<file path="src/rtl/if_id_queue.sv">
// IF/ID instruction queue: a small circular buffer of (pc, instr) pairs sitting
// between fetch and decode. Redirects empty it; an empty queue presents a NOP.
module if_id_queue #(
  parameter int              DEPTH = 2,
  parameter int              XLEN  = 32,
  parameter logic [XLEN-1:0] NOP   = 32'h00000013
) (
  input  logic                       clk,
  input  logic                       rst,
  input  logic                       flush,
  input  logic                       in_valid,
  input  logic [XLEN-1:0]            in_pc,
  input  logic [XLEN-1:0]            in_instr,
  output logic                       in_ready,
  output logic                       out_valid,
  input  logic                       out_ready,
  output logic [XLEN-1:0]            out_pc,
  output logic [XLEN-1:0]            out_pc_plus4,
  output logic [XLEN-1:0]            out_instr,
  output logic                       out_misaligned,
  output logic [$clog2(DEPTH):0]     count
);

  localparam int AW = $clog2(DEPTH);
  localparam int CW = AW + 1;

  logic [XLEN-1:0] pc_mem    [DEPTH];
  logic [XLEN-1:0] instr_mem [DEPTH];
  logic [AW-1:0]   wr_ptr;
  logic [AW-1:0]   rd_ptr;
  logic            push;
  logic            pop;

  // in_ready comes from registered occupancy only, so out_ready never reaches it
  assign in_ready  = (count != CW'(DEPTH));
  assign out_valid = (count != '0);
  assign push      = in_valid & in_ready & ~flush;
  assign pop       = out_valid & out_ready & ~flush;

  assign out_pc         = out_valid ? pc_mem[rd_ptr] : '0;
  assign out_instr      = out_valid ? instr_mem[rd_ptr] : NOP;
  assign out_pc_plus4   = out_pc + XLEN'(4);
  assign out_misaligned = out_valid & (out_pc[1:0] != 2'b00);

  always_ff @(posedge clk) begin
    if (push) begin
      pc_mem[wr_ptr]    <= in_pc;
      instr_mem[wr_ptr] <= in_instr;
    end
  end

  // Pointer wrap relies on DEPTH being a power of two
  always_ff @(posedge clk) begin
    if (!rst || flush) begin
      wr_ptr <= '0;
      rd_ptr <= '0;
      count  <= '0;
    end else begin
      if (push) wr_ptr <= wr_ptr + AW'(1);
      if (pop)  rd_ptr <= rd_ptr + AW'(1);
      if (push && !pop)
        count <= count + CW'(1);
      else if (pop && !push)
        count <= count - CW'(1);
    end
  end

endmodule

</file>
<file path="config.mk">
export PLATFORM = sky130hd
export DESIGN_NAME = if_id_queue
export DESIGN_NICKNAME = d
export VERILOG_FILES = /design/src/rtl/if_id_queue.sv
export SDC_FILE = /design/constraint.sdc
export NUM_CORES = 1
export LEC_CHECK = 0
export ABC_AREA = 1
export ABC_CLOCK_PERIOD_IN_PS = 5500
export BUFFER_PORTS_ARGS = -buffer_cell sky130_fd_sc_hd__buf_2
export CAP_MARGIN = 20
export CELL_PAD_IN_SITES_DETAIL_PLACEMENT = 1
export CELL_PAD_IN_SITES_GLOBAL_PLACEMENT = 1
export CORE_MARGIN = 2
export CORE_UTILIZATION = 40
export CTS_BUF_LIST = sky130_fd_sc_hd__clkbuf_4 sky130_fd_sc_hd__clkbuf_8 sky130_fd_sc_hd__clkbuf_16
export CTS_CLUSTER_DIAMETER = 100
export DETAILED_ROUTE_END_ITERATION = 10
export GPL_ROUTABILITY_DRIVEN = 0
export PLACE_DENSITY_LB_ADDON = 0.08
export SYNTH_ARGS = -nofsm -noshare
export SYNTH_HDL_FRONTEND = slang
export SYNTH_SLANG_ARGS = --single-unit
</file>
<file path="constraint.sdc">
create_clock -name clk -period 5.5 [get_ports clk]
set_clock_uncertainty 0.2 [all_clocks]
set_input_delay 0.55 -clock clk [delete_from_list [all_inputs] [get_ports clk]]
set_output_delay 0.55 -clock clk [all_outputs]
set_load 0.05 [all_outputs]
</file>
==> results_dict.tcl, run 1 <==
set metrics [dict create \
    critPathLaunchType "register" \
    reg2reg_depth 9 \
    min_period_over_period 0.7605 \
    grtUsageTotal 0.2116 \
    htree_levels 4 \
    min-delay-path-class "input port to register" \
    firstDrtPassIters 4 \
    core_area_um2 15030 \
    rsz0062_at_grt "false" \
    hold_viol 0 \
    end_kind "output port" \
    cts_buffers 17 \
    final-setup-viol-count 0 \
    io_pins 170 \
    ys_seq_area_frac 0.6463 \
    hold_depth 1 \
    area_growth_pct 25.75 \
    yosysWarnings 0 \
    drt_iter0_drc 305 \
    syn_area_per_cell_um2 9.938 \
    final_util 0.5104 \
    nets 854 \
    crit_type "register to output port" \
    max_slew_margin 0.3309 \
    arrival_ps 3430 \
    cts-resized-gates 0 \
    fillers 1746 \
    antenna_found_initial 3 \
    max_clock_freq_mhz 239.1 \
    drv_cap 0 \
    antenna_left 0 \
    syn-cell-area_um2 6102 \
    ir_drop_mv 0.1864 \
    vias 4849 \
    die_area_um2 16260 \
    grt_pass1_wl_mm 26.08 \
    worstPathRequired_ps 4750 \
    clockRootBuffer "clkbuf_16" \
    worstHoldStart "in_instr[22]" \
    worstSetupStartpoint "count[0]$_SDFFE_PP0P_" \
    initial_utilization 0.4059 \
    clk_pin_slew_ps 60 \
    die_h_um 127.5 \
    fin_crit_ps 4183 \
    clkLatencyLatePin_ps 420 \
    wire_per_inst_um 16.94 \
    drc_errors 0 \
    synthCells 614 \
    cts_hold_buf 0 \
    cts_buffer_depth 2 \
    ys_types 25 \
    dpl.hpwl_mm 11.72 \
    p_per_area_nw_per_um2 337.7 \
    status "complete, no violations" \
    grt_pass1_vias 5048 \
    cts_setup_buffers 0 \
    ys_ff_latch 133 \
    port_buffers 169 \
    grt_start_max_net_pins 66 \
    cts_tree "built" \
    p_leak_uw 0.003446 \
    maxSlewViolCount 0 \
    grt_overflow 0 \
    vias_per_cell 4.923 \
    r2r_start "count[0]$_SDFFE_PP0P_" \
    num_rows 45 \
    clock_sinks 133 \
    worstPathMaxFanout 62 \
    drive_above_1_share 0.2902 \
    routed_wl_mm 16.68 \
    synthesis.nets 685 \
    dieWidth_um 127.5 \
    tns_ps 0 \
    tightest_slew_ps 1004 \
]
## final cells by class
class | instances | area, µm² | area share
multi-input combinational | 410 | 1843 | 0.2402
timing repair buffer | 174 | 883.3 | 0.1151
inverter | 47 | 176.4 | 0.02299
tap | 188 | 235.2 | 0.03065
antenna | 1 | 2.502 | 0.0003261
clock inverter | 15 | 162.7 | 0.02120
clock buffer | 17 | 425.4 | 0.05544
sequential | 133 | 3945 | 0.5141
## worst max-delay path, cell delays in order, from the launching register on
cell,delay [ps]
dfxtp_1,420
nor2_2,50
buf_4,240
inv_2,750
nand2_1,110
inv_1,120
ha_1,220
inv_1,100
nor2_2,240
nand2_2,130
nor2_2,160
nand3_1,100
nand2_1,70
buf_2,250
## metal layers
metal	vias to the layer above	share of wire	wire, µm	GRT usage
li1	2354	-	-	-
met1	2320	0.42	7001	0.2602
met2	146	0.50	8292	0.3589
met3	29	0.064	1061	0.05779
met4	0	0.020	329	0.07628
met5	-	0	0	0
## synthesized netlist by cell type
| master | number | area share |
|---|---|---|
| a21oi_1 | 33 | 0.027 |
| buf_1 | 5 | 0.0031 |
| buf_2 | 6 | 0.0049 |
| buf_4 | 4 | 0.0049 |
| buf_6 | 4 | 0.0074 |
| buf_8 | 1 | 0.0025 |
| clkbuf_1 | 4 | 0.0025 |
| dfxtp_1 | 5 | 0.016 |
| edfxtp_1 | 128 | 0.63 |
| ha_1 | 2 | 0.0041 |
| inv_1 | 45 | 0.028 |
| inv_2 | 2 | 0.0012 |
| nand2_1 | 235 | 0.14 |
| nand2_2 | 7 | 0.0072 |
| nand3_1 | 41 | 0.034 |
| nand3_2 | 4 | 0.0066 |
| nor2_1 | 52 | 0.032 |
| nor2_2 | 8 | 0.0082 |
| nor2_4 | 2 | 0.0037 |
| nor3_1 | 2 | 0.0016 |
| o21ai_0 | 3 | 0.0025 |
| o21ai_2 | 1 | 0.0014 |
| o22ai_1 | 1 | 0.0010 |
| or2_2 | 3 | 0.0031 |
| xor2_1 | 16 | 0.023 |
## layout by cell type (no fill, tap or decap), types with 3 or more instances in the layout
cell	n
bufinv_16	3
clkbuf_16	17
clkinv_1	5
buf_2	169
a21oi_1	33
xor2_1	16
o21ai_0	3
edfxtp_1	128
nand3_2	4
nand3_1	41
clkinv_4	4
nand2_1	235
inv_1	45
nand2_2	7
nor2_4	4
nor2_2	8
dfxtp_1	4
buf_4	5
or2_2	3
nor2_1	50
## state kept, by name, indices dropped and copies added (netlist names), named ones only
signal	cells
wr_ptr	1
count	2
rd_ptr	1
pc_mem	64
instr_mem	64
## cells by family (layout without fill, tap and decap cells)
logic type,count (synthesis),in the layout,synth area share
AND/OR/NAND/NOR,354,354,0.2405
flip-flops,133,133,0.6463
buffers and inverters,71,253,0.05413
AO/OA/AOI/OAI,38,38,0.03199
XOR/XNOR,16,16,0.02296
adder cells (fa/ha/maj),2,2,0.004100
other,0,1,0
## stage by stage
| step | cell area, µm² | setup slack [ps] | total power (µW) | instances | hold WS [ps] |
|---|---|---|---|---|---|
| 4_1_cts | 7671 | 1270 | 2616 | 984 | 98.68 |
| 6_report | 7674 | 1317 | 2592 | 985 | 116.0 |
| 5_1_grt | 7671 | 1002 | 2673 | 984 | 101.9 |
| 2_1_floorplan | 6102 | 751.4 | 1391 | 614 | 261.8 |
| 3_5_place_dp | 7083 | 1739 | 1486 | 952 | 295.8 |
| 3_3_place_gp | 7083 | 1862 | 1478 | 952 | 263.1 |
## where the power goes
group | total, µW | switching (µW) | internal (µW) | leakage (µW)
Combinational | 310 | 242 | 67.4 | 0.00194
Sequential | 1150 | 8.05 | 1140 | 0.00122
Clock | 1130 | 424 | 706 | 0.000289
## path summary, 6_finish.rpt
path | to | slack (ps)
worst max-delay path | out_pc_plus4[28] | 1320
worst min register to register | rd_ptr$_SDFFE_PP0P_ | 300
worst max register to register | count[1]$_SDFFE_PP0P_ | 2540
worst min-delay path | instr_mem[0][22]$_DFFE_PP_ | 120
Note: power is estimated with default switching activity, not from simulation.
==> inputs of run 2 (changes only) <==
ABC_CLOCK_PERIOD_IN_PS = 4150   (was 5500)
clock period = 4.15 ns   (was 5.5 ns; I/O delays follow)
==> run 2 against run 1 <==
  * Worst setup slack lost 880 ps
  * Sequential power grew 33%
  * Non-clock buffer count grew 68
  * Flip-flop and latch count is the same
  * Largest cell class unchanged
  * Total power grew 34%
  * Cell count grew 6.8%
  * Global-route usage grew 1.9 points
  * Wire length grew 8.3%
  * Worst hold slack gained 20 ps
  * Clock power grew 31%
  * Count of clock-buffer cells in the layout is the same
  * Die area is the same
==> results_dict.tcl, run 2 (synthesis gave the netlist of run 1 again) <==
set metrics [dict create \
    layout_commonest_cell "nand2_1" \
    vias 5132 \
    drc_errors 0 \
    port_buffers 169 \
    final-setup-viol-count 0 \
    grt_start_max_net_pins 66 \
    hold_viol 0 \
    drive_above_1_share 0.2778 \
    cts_buffer_depth 2 \
    final_util 0.5561 \
    clockRootBuffer "clkbuf_16" \
    max_clock_freq_mhz 269.2 \
    grtUsageTotal 0.2309 \
    die_area_um2 16260 \
    tightest_slew_ps 659.5 \
    clkLatencyLatePin_ps 420 \
    initial_utilization 0.4059 \
    wire_per_inst_um 17.18 \
    rsz0062_at_grt "false" \
    drt_iter0_drc 195 \
    r2r_slack_ps 1690 \
    clk_pin_slew_ps 60 \
    grt_pass1_wl_mm 28.68 \
    worstHoldStart "rst" \
    cts_tree "built" \
    p_per_area_nw_per_um2 415.6 \
    arrival_ps 3100 \
    max_slew_margin 0.5603 \
    layout_common_cells "235 x nand2_1, 169 x buf_2, 128 x edfxtp_1" \
    status "complete, no violations" \
    maxSlewViolCount 0 \
    setup_ws_ps 434.8 \
    min-delay-path-class "input port to register" \
    crit_chain "inv_2 > nor2_1 > nor2_1 > nand2_1 > inv_1 > ha_1 > inv_1 > nor2_2 > nand2_2 > nor2_2 > nand3_1 > nand2_1 > buf_2" \
    post-place-ws_ps 824.1 \
    whs_ps 135.9 \
    tns_ps 0 \
    firstDrtPassIters 6 \
    crit_type "register to output port" \
    die_h_um 127.5 \
    cp_slowest_cell "dfxtp_2" \
    min_period_over_period 0.8952 \
    cts_buffers 17 \
    reg.largest.list "instr_mem x64, pc_mem x64, count x2" \
    core_area_um2 15030 \
    antenna_found_initial 0 \
    worstPathMaxFanout 33 \
    worstPathRequired_ps 3530 \
    r2r_start "count[0]$_SDFFE_PP0P_" \
    dieWidth_um 127.5 \
    ir_drop_mv 0.3176 \
    antenna_left 0 \
    dpl.hpwl_mm 11.93 \
    fin_crit_ps 3715 \
    critPathLaunchType "register" \
    p_leak_uw 0.003737 \
    io_pins 170 \
    clock_sinks 133 \
    drv_cap 0 \
    num_rows 45 \
    end_kind "output port" \
    routed_wl_mm 18.07 \
    area_growth_pct 37.01 \
    cts_setup_buffers 0 \
    antenna_cells 0 \
    grt_overflow 0 \
    max_stage_delay_ps 530 \
    nets 922 \
    htree_levels 4 \
    grt_pass1_vias 5583 \
    vias_per_cell 4.878 \
]
run 2: cell types whose count changed in the layout (fill, tap and decap cells not counted), sizes merged:
cell / change
dlygate4sd3: +64
bufinv: -3
diode: -1
clkinv: -8
buf: +4
inv: +11
run 2: final cells by class:
type / count / area, µm²
tap: 188 / 235.2
clock inverter: 15 / 156.4
sequential: 133 / 3945
timing repair buffer: 242 / 1579
inverter: 47 / 176.4
clock buffer: 17 / 425.4
multi-input combinational: 410 / 1843
fill: 1711 / 6673
run 2: routing by layer:
metal  GRT usage  share of wire
met5           0              0
met4     0.08597          0.023
met3     0.04606          0.044
met2      0.4165           0.52
met1      0.2722           0.41
run 2: through the flow:
stage | instance area (µm²) | power [µW] | std cells
floorplan | 6107 | 1842 | 614
global placement | 7138 | 1962 | 956
detailed placement | 7138 | 1972 | 956
CTS | 8361 | 3492 | 1052
global route | 8361 | 3588 | 1052
finish | 8361 | 3474 | 1052
run 2: where the power goes:
group	leakage, µW	internal, µW	switching, µW
clock	0.000288	806	677
combinational	0.00223	134	331
sequential	0.00122	1510	12.3
total	0.00374	2450	1020
run 2: worst paths after layout:
| path | endpoint | cells after the start |
|---|---|---|
| worst max-delay path | out_pc_plus4[28] | 13 |
| worst min-delay path | register | 3 |
| worst max register to register | count[1]$_SDFFE_PP0P_ | 9 |
| worst min register to register | register | 2 |
run 2: repair_timing:
| item | 4_1_cts | 5_1_grt |
|---|---|---|
| hold buffers | 64 | 0 |
| resized for setup | 0 | 0 |
| endpoints found under the hold margin | 128 | 0 |
run 2: worst max-delay path, delay by kind of cell (launching register included):
kind	cells	cell delay [ps]
adders and majority gates	1	240
buffers and inverters	4	860
and+or+nand+nor	8	1060
DFF	1	530
==> inputs of run 3 (changes only) <==
CAP_MARGIN = default   (was 20)
CELL_PAD_IN_SITES_DETAIL_PLACEMENT = default   (was 1)
CELL_PAD_IN_SITES_GLOBAL_PLACEMENT = default   (was 1)
CORE_UTILIZATION = 52   (was 40)
RECOVER_POWER = 25   (was default)
==> run 3 against run 2 <==
  * Register-to-register slack lost 60 ps
  * Non-clock buffer count shrank 1
  * Maximum frequency shrank 2.1%
  * Sequential power is essentially flat
  * Critical path type unchanged
  * Largest cell class unchanged
  * Largest power group unchanged
==> results_dict.tcl, run 3 (synthesis gave the netlist of run 1 again) <==
set metrics [dict create \
    cts_hold_buf 63 \
    die_h_um 112.3 \
    p_leak_uw 0.003653 \
    initial_utilization 0.5344 \
    drc_errors 0 \
    end_kind "output port" \
    final-setup-viol-count 0 \
    nets 921 \
    layout_common_cells "235 x nand2_1, 138 x buf_2, 128 x edfxtp_1" \
    dieWidth_um 112.3 \
    drive_above_1_share 0.2399 \
    cp_slowest_cell "dfxtp_2" \
    worstPathMaxFanout 42 \
    hold_viol 0 \
    rsz0062_at_grt "false" \
    drt_iter0_drc 351 \
    max_clock_freq_mhz 263.5 \
    grt_overflow 0 \
    reg.largest.list "instr_mem x64, pc_mem x64, count x2" \
    grtUsageTotal 0.2432 \
    clock_sinks 133 \
    antenna_cells 0 \
    core_area_um2 11420 \
    antenna_left 0 \
    grt_start_max_net_pins 43 \
    io_pins 170 \
    cts_setup_buffers 0 \
    internal_power_uw 2638 \
    vias_per_cell 5.020 \
    wire_per_inst_um 14.86 \
    p_sw_frac 0.2476 \
    cts-resized-gates 0 \
    max_slew_margin 0.3934 \
    path_common_cell "nand2_1" \
    critPathTopFamily "buffers and inverters" \
    num_rows 39 \
    dpl.hpwl_mm 10.22 \
    p_per_area_nw_per_um2 424.3 \
    finalNonFillerCells 1006 \
    critPathLaunchType "register" \
    drv_cap 0 \
    cts_buffer_depth 2 \
    crit_chain "inv_2 > buf_4 > nand2_1 > nand2_1 > nand2_1 > inv_1 > ha_1 > inv_1 > nor2_2 > nand2_2 > nor2_2 > xor2_1 > buf_2" \
    vias 5050 \
    pwr-share-clk 0.437 \
    crit_type "register to output port" \
    antenna_found_initial 0 \
    max_stage_delay_ps 580 \
    htree_levels 4 \
    port_buffers 169 \
    routed_wl_mm 14.95 \
    tightest_slew_ps 907.7 \
    grt_pass1_wl_mm 23.85 \
    path_buf_inv 5 \
    fin_crit_ps 3795 \
    power_frac_seq 0.436 \
    tns_ps 0 \
    clkLatencyLatePin_ps 410 \
    min-delay-path-class "input port to register" \
    maxSlewViolCount 0 \
    cts_buffers 17 \
    min_period_over_period 0.9145 \
    cts_tree "built" \
    die_area_um2 12620 \
    arrival_ps 3180 \
    clk_pin_slew_ps 60 \
    layout_commonest_cell "nand2_1" \
    dp.cells 911 \
    grt_pass1_vias 5032 \
    worstPathRequired_ps 3530 \
    clockRootBuffer "clkbuf_16" \
    comb_power_share 0.128 \
    area_growth_pct 35.41 \
    status "complete, no violations" \
    ir_drop_mv 0.4545 \
    firstDrtPassIters 5 \
    p_switching_uw 868.1 \
    final_util 0.7236 \
]
## run 3: per-layer routing
metal  track usage  vias up  routed length, µm
li1              -     2495                  -
met4       0.08943        0                218
met5             0        -                  0
met2        0.4289      189               7652
met3       0.06371       16               1029
met1        0.2877     2350               6053
## run 3: area by class of cell
class / count / area (µm²)
Fill cell: 838 / 3156
Timing Repair Buffer: 241 / 1506
Inverter: 47 / 176.4
Sequential cell: 133 / 3945
Clock buffer: 17 / 425.4
Tap cell: 143 / 178.9
Multi-Input combinational cell: 410 / 1843
Clock inverter: 15 / 187.7
## run 3: worst reg2reg max path, stage by stage, from the launching register on
cell and delay, ps:
dfxtp_1 360, nor2_2 460, inv_2 430, nand3_1 230, ha_1 270, a21oi_1 130
o21ai_0 120, xor2_1 150, nor2_1 50
## run 3: power groups by stage
stage	registers [µW]	logic [µW]	clock network, µW
detailed placement	1560	403	0
finish	1530	447	1530
floorplan	1560	285	0
CTS	1530	451	1550
global placement	1550	399	0
global route	1530	477	1610
## run 3: per-stage QoR
step | hold slack, ps | area [µm²] | setup slack, ps | power (µW)
2_1_floorplan | 261.8 | 6107 | 85.08 | 1842
3_3_place_gp | 265.3 | 7057 | 924.6 | 1953
3_5_place_dp | 281.1 | 7057 | 782.8 | 1959
4_1_cts | 10.84 | 8300 | 327.9 | 3529
5_1_grt | 88.73 | 8263 | 11.95 | 3614
6_report | 86.51 | 8263 | 354.8 | 3506
## run 3: final timing paths
| check | cells after the start | to | from | slack (ps) |
|---|---|---|---|---|
| setup / recovery | 13 | out_pc_plus4[12] | register | 350 |
| hold / removal | 1 | pc_mem[1][22]$_DFFE_PP_ | in_pc[22] | 90 |
| setup reg to reg | 8 | count[1]$_SDFFE_PP0P_ | count[0]$_SDFFE_PP0P_ | 1630 |
| hold reg to reg | 2 | register | rd_ptr$_SDFFE_PP0P_ | 300 |
